### src/rtl/serial_alu_pkg.sv
// Shared types and helpers for the digit-serial ALU: opcodes, FSM states and
// per-opcode decode of operand-B inversion and compare-only results.
package serial_alu_pkg;

    localparam int ALU_OP_W = 3;

    typedef enum logic [ALU_OP_W-1:0] {
        OP_ADD  = 3'd0,
        OP_SUB  = 3'd1,
        OP_XOR  = 3'd2,
        OP_OR   = 3'd3,
        OP_AND  = 3'd4,
        OP_SLT  = 3'd5,
        OP_SLTU = 3'd6,
        OP_EQ   = 3'd7
    } alu_op_e;

    typedef enum logic {
        IDLE = 1'b0,
        RUN  = 1'b1
    } state_e;

    // Compare ops yield only a flag; their rd digits are forced to zero.
    function automatic logic is_cmp(input alu_op_e op);
        return (op == OP_SLT) || (op == OP_SLTU) || (op == OP_EQ);
    endfunction

    // Subtraction-based ops add ~B with an initial carry of 1.
    function automatic logic inv_b(input alu_op_e op);
        return (op == OP_SUB) || (op == OP_SLT) || (op == OP_SLTU);
    endfunction

endpackage

### src/rtl/serial_alu_slice.sv
// Combinational DW-bit ALU slice: add/sub with carry chaining between beats,
// bitwise logic ops, and a per-digit equality flag.
module serial_alu_slice
    import serial_alu_pkg::*;
#(
    parameter int DW = 1
) (
    input  logic [DW-1:0] i_a,
    input  logic [DW-1:0] i_b,
    input  logic          i_carry,
    input  alu_op_e       i_op,
    output logic [DW-1:0] o_rd,
    output logic          o_carry,
    output logic          o_eq
);

    logic [DW-1:0] w_b;
    logic [DW:0]   w_sum;

    assign w_b     = inv_b(i_op) ? ~i_b : i_b;
    assign w_sum   = {1'b0, i_a} + {1'b0, w_b} + {{DW{1'b0}}, i_carry};
    assign o_carry = w_sum[DW];
    assign o_eq    = (i_a == i_b);

    // Compare ops keep the difference here so the top can read its MSB for SLT.
    always_comb begin
        o_rd = w_sum[DW-1:0];
        case (i_op)
            OP_XOR:  o_rd = i_a ^ i_b;
            OP_OR:   o_rd = i_a | i_b;
            OP_AND:  o_rd = i_a & i_b;
            default: o_rd = w_sum[DW-1:0];
        endcase
    end

endmodule

### src/rtl/serial_alu_digit.sv
// Digit-serial integer ALU: LSB-digit-first operands, one registered result digit
// per accepted beat. Optional macro SERIAL_ALU_EARLY_EQ_EN ends EQ at the first mismatch.
module serial_alu_digit
    import serial_alu_pkg::*;
#(
    parameter int XLEN = 32,
    parameter int DW   = 1
) (
    input  logic          clk,
    input  logic          reset,
    input  logic          i_start,
    input  alu_op_e       i_op,
    input  logic          i_valid,
    output logic          o_ready,
    input  logic [DW-1:0] i_a,
    input  logic [DW-1:0] i_b,
    output logic          o_rd_valid,
    output logic [DW-1:0] o_rd,
    output logic          o_last,
    output logic          o_done,
    output logic          o_cmp
);

    localparam int            BEATS    = XLEN / DW;
    localparam int            CW       = (BEATS > 1) ? $clog2(BEATS) : 1;
    localparam logic [CW-1:0] LAST_CNT = CW'(BEATS - 1);

    state_e        r_state;
    alu_op_e       r_op;
    logic [CW-1:0] r_cnt;
    logic          r_carry;
    logic          r_eq;
    logic          r_rd_valid;
    logic [DW-1:0] r_rd;
    logic          r_last;
    logic          r_done;
    logic          r_cmp;

    logic [DW-1:0] w_rd;
    logic          w_carry;
    logic          w_eq;
    logic          w_cmp;
    logic          w_early;
    logic          w_end;

    serial_alu_slice #(.DW(DW)) u_slice (
        .i_a     (i_a),
        .i_b     (i_b),
        .i_carry (r_carry),
        .i_op    (r_op),
        .o_rd    (w_rd),
        .o_carry (w_carry),
        .o_eq    (w_eq)
    );

    // Final-beat compare flag; SLT falls back to the difference sign when signs agree.
    always_comb begin
        w_cmp = 1'b0;
        case (r_op)
            OP_SLT:  w_cmp = (i_a[DW-1] != i_b[DW-1]) ? i_a[DW-1] : w_rd[DW-1];
            OP_SLTU: w_cmp = ~w_carry;
            OP_EQ:   w_cmp = r_eq & w_eq;
            default: w_cmp = 1'b0;
        endcase
    end

`ifdef SERIAL_ALU_EARLY_EQ_EN
    assign w_early = (r_op == OP_EQ) && !w_eq;
`else
    assign w_early = 1'b0;
`endif

    assign w_end   = (r_cnt == LAST_CNT) || w_early;
    assign o_ready = (r_state == RUN);

    always_ff @(posedge clk) begin
        if (reset) begin
            r_state    <= IDLE;
            r_op       <= OP_ADD;
            r_cnt      <= '0;
            r_carry    <= 1'b0;
            r_eq       <= 1'b0;
            r_rd_valid <= 1'b0;
            r_rd       <= '0;
            r_last     <= 1'b0;
            r_done     <= 1'b0;
            r_cmp      <= 1'b0;
        end else begin
            r_rd_valid <= 1'b0;
            r_rd       <= '0;
            r_last     <= 1'b0;
            r_done     <= 1'b0;
            r_cmp      <= 1'b0;
            case (r_state)
                IDLE: begin
                    if (i_start) begin
                        r_op    <= i_op;
                        r_cnt   <= '0;
                        r_eq    <= 1'b1;
                        r_carry <= inv_b(i_op);
                        r_state <= RUN;
                    end
                end
                RUN: begin
                    if (i_valid) begin
                        r_rd_valid <= 1'b1;
                        r_rd       <= is_cmp(r_op) ? '0 : w_rd;
                        r_carry    <= w_carry;
                        r_eq       <= r_eq & w_eq;
                        if (w_end) begin
                            r_cnt   <= '0;
                            r_last  <= 1'b1;
                            r_done  <= 1'b1;
                            r_cmp   <= w_cmp;
                            r_state <= IDLE;
                        end else begin
                            r_cnt <= r_cnt + CW'(1);
                        end
                    end
                end
                default: r_state <= IDLE;
            endcase
        end
    end

    assign o_rd_valid = r_rd_valid;
    assign o_rd       = r_rd;
    assign o_last     = r_last;
    assign o_done     = r_done;
    assign o_cmp      = r_cmp;

endmodule
### config.mk
export PLATFORM = sky130hd
export DESIGN_NAME = serial_alu_digit
export DESIGN_NICKNAME = d
export VERILOG_FILES = /design/src/rtl/serial_alu_pkg.sv /design/src/rtl/serial_alu_slice.sv /design/src/rtl/serial_alu_digit.sv
export SDC_FILE = /design/constraint.sdc
export NUM_CORES = 1
export LEC_CHECK = 0
export BUFFER_PORTS_ARGS = -buffer_cell sky130_fd_sc_hd__buf_2
export CAP_MARGIN = 20
export CORE_MARGIN = 2
export CORE_UTILIZATION = 60
export CTS_BUF_LIST = sky130_fd_sc_hd__clkbuf_8
export DETAILED_ROUTE_END_ITERATION = 8
export MAX_ROUTING_LAYER = met4
export PLACE_DENSITY = 0.94
export RECOVER_POWER = 50
export SYNTH_ARGS = -nofsm -noshare
export SYNTH_HDL_FRONTEND = slang
export SYNTH_HIERARCHICAL = 1
export SYNTH_SLANG_ARGS = --single-unit
### constraint.sdc
create_clock -name clk -period 3.6 [get_ports clk]
set_input_delay 1.08 -clock clk [delete_from_list [all_inputs] [get_ports clk]]
set_output_delay 1.08 -clock clk [all_outputs]
set_load 0.01 [all_outputs]
==> impl_metrics.ini <==
[status]
status = completed

[critical_path]
slowest_stage = fa_1
crit_fanout = 4
path_cells = buf_2, xnor2_1, fa_1, o21ai_0, o311ai_0, o21ai_1, maj3_1, nand3b_1, a21oi_1
reg2reg_depth = 10
required_ns = 3.73
start_kind = input pin
crit_type = in -> reg
slowest_delay_ns = 0.50
end_kind = flop
worstPathArrival_ns = 2.70

[timing]
worst_pin_slew_ns = 0.504
skew_ns = 0.000706
rsz0062_at_grt = false
fin_crit_sh = 0.712
drv_slew = 0
fmax_mhz = 390
final-setup-viol-count = 0
final-hold-violation-count = 0
fin_crit_ns = 2.56
timing.setup.tns_ns = 0
slew_headroom = 0.664

[cts]
root_buffer = clkbuf_8
htreeDepth = 1
cts_tree = yes
clk_pin_slew_worst_paths_ns = 0.06
cts_num_sinks = 15
cts_resized = 0
cts_max_path_buffers = 2
cts-buffers-inserted = 3
cts_hold_buf = 0
clock_latency_ns = 0.24
cts_setup_buffers = 0

[power]
p_switching_mw = 0.0909
p_int_mw = 0.269
peakVddDrop_v = 0.000365
seq_power_share = 0.502
total_power_mw = 0.360
pwr-share-clk = 0.360
netSwitchingFraction = 0.252
powerDensity_nw_per_um2 = 408
power.leakage_nw = 0.392
comb_power_share = 0.138

[routing]
drc = 0
routed_wirelength_um = 1510
ant_nets = 0
drt_iter0_drc = 14
num_vias = 690
drt-vias-per-instance = 5.70
wl_per_cell_um = 12.5
dr.pass1.iters = 4

[global_routing]
grt_overflow_total = 0
track_usage = 0.229
grt_pass1_vias = 581
grt_pass1_wl_um = 2340
grt_max_degree = 13
antenna_found_initial = 0

[synth]
synth_cell_types = 30
synth_edf_count = 0
synth_cells = 92
ys_seq_area_frac = 0.379
ys_warn_count = 6
synthArstFlopShare = 0
synth_area_per_cell_um2 = 8.61
ys_ff_latch = 15
synth_nets = 107
synth-main-ff-cell = dfxtp_1
netlist_area_um2 = 792

[floorplan]
die_h_um = 40.3
top_level_ports = 15
initial_core_util = 0.624
dieArea_um2 = 1630
die_w_um = 40.3
core_area_um2 = 1270
placementRows = 13

[placed_design]
portBuffers = 14
dp.final_hpwl_um = 1100
gp_congestion = 0.815

[final_layout]
area.growth.synth_to_final_pct = 11.5
final_common_cell = dfxtp_1
post_route_cells_drive_above_1_share = 0.113
final_cell_mix = dfxtp_1, nor2_1, inv_1
fill_cells = 102
n_antenna_cell = 0
fin_nets = 122

[hold_path]
hold_class = reg -> reg
hold-path-cell-count = 2

[flow_run]
maxCapViolCount = 0
-- per-layer routing --
layer	vias to the layer above	wire (µm)	GRT usage
met5	-	0	-
met4	0	23	0.0917
met3	4	77	0.0889
met2	15	745	0.381
met1	327	668	0.240
li1	344	-	-
-- critical path: cells and delay by family --
kind | cells | cell delay (ns)
xor gates and xnor gates | 1 | 0.14
and+or+nand+nor | 1 | 0.09
buffers and inverters | 1 | 0.13
adders and majority gates | 2 | 0.86
AOI/OAI and AO/OA | 4 | 0.40
-- power groups by stage --
stage	clock [mW]	combinational (mW)	sequential, mW
2_1_floorplan	0	0.0387	0.181
3_3_place_gp	0	0.0473	0.184
3_5_place_dp	0	0.0496	0.184
4_1_cts	0.133	0.0500	0.181
5_1_grt	0.141	0.0567	0.182
6_report	0.130	0.0499	0.181
-- final timing paths --
check | startpoint | to | slack (ns)
max | i_b | o_cmp | 1.04
min | r_carry | r_carry | 0.48
max reg2reg | r_op[0] | o_cmp | 1.29
min reg2reg | r_carry | r_carry | 0.48
-- synthesized netlist by cell type, types with 2 or more instances --
cell	number	area, µm²
and3_1	2	12.5
nand2_1	4	15.0
nand3b_1	4	30.0
o21ai_0	6	30.0
dfxtp_1	15	300
buf_4	2	15.0
inv_1	9	33.8
o21ai_1	2	10.0
a32oi_1	2	17.5
ha_1	5	62.6
mux2i_1	3	30.0
nor2b_1	2	12.5
a21oi_1	7	35.0
nor2_1	11	41.3
nand3_1	3	15.0
-- through the flow --
step                      hold slack, ns  cells  utilization  setup slack, ns  area, µm²
after global routing               0.496    121        0.696            0.936        883
after detailed placement           0.464    117        0.671            0.807        851
final                              0.477    121        0.696             1.04        883
after floorplan                    0.436     92            -             1.04        792
after CTS                          0.474    121        0.706             1.06        896
after global placement             0.445    117        0.671            0.873        851
-- area by class of cell --
type                            count  area, µm²  share of cell area
Multi-Input combinational cell     64        422               0.477
Sequential cell                    15        300               0.340
Timing Repair Buffer               14       63.8              0.0722
Clock buffer                        3       41.3              0.0467
Inverter                            9       33.8              0.0382
Tap cell                           15       18.8              0.0212
Clock inverter                      1       3.75             0.00425
-- flip-flops by register name, indices dropped and copies added (netlist names) --
name / flops
o_ready: 1
o_rd_valid: 1
r_cnt: 5
o_rd: 1
r_op: 3
o_cmp: 1
o_done: 1
r_eq: 1
r_carry: 1
-- logic make-up (layout without fill, tap and decap cells) --
| group | after synthesis | count (layout) | share of synthesized area |
|---|---|---|---|
| buffers and inverters | 13 | 27 | 0.0806 |
| adders and majority gates | 7 | 7 | 0.117 |
| xor gates and xnor gates | 1 | 1 | 0.0111 |
| AOI/OAI and AO/OA | 22 | 22 | 0.169 |
| and+or+nand+nor | 31 | 31 | 0.205 |
| muxes | 3 | 3 | 0.0379 |
| DFF | 15 | 15 | 0.379 |
Note: power is estimated with default switching activity, not from simulation.
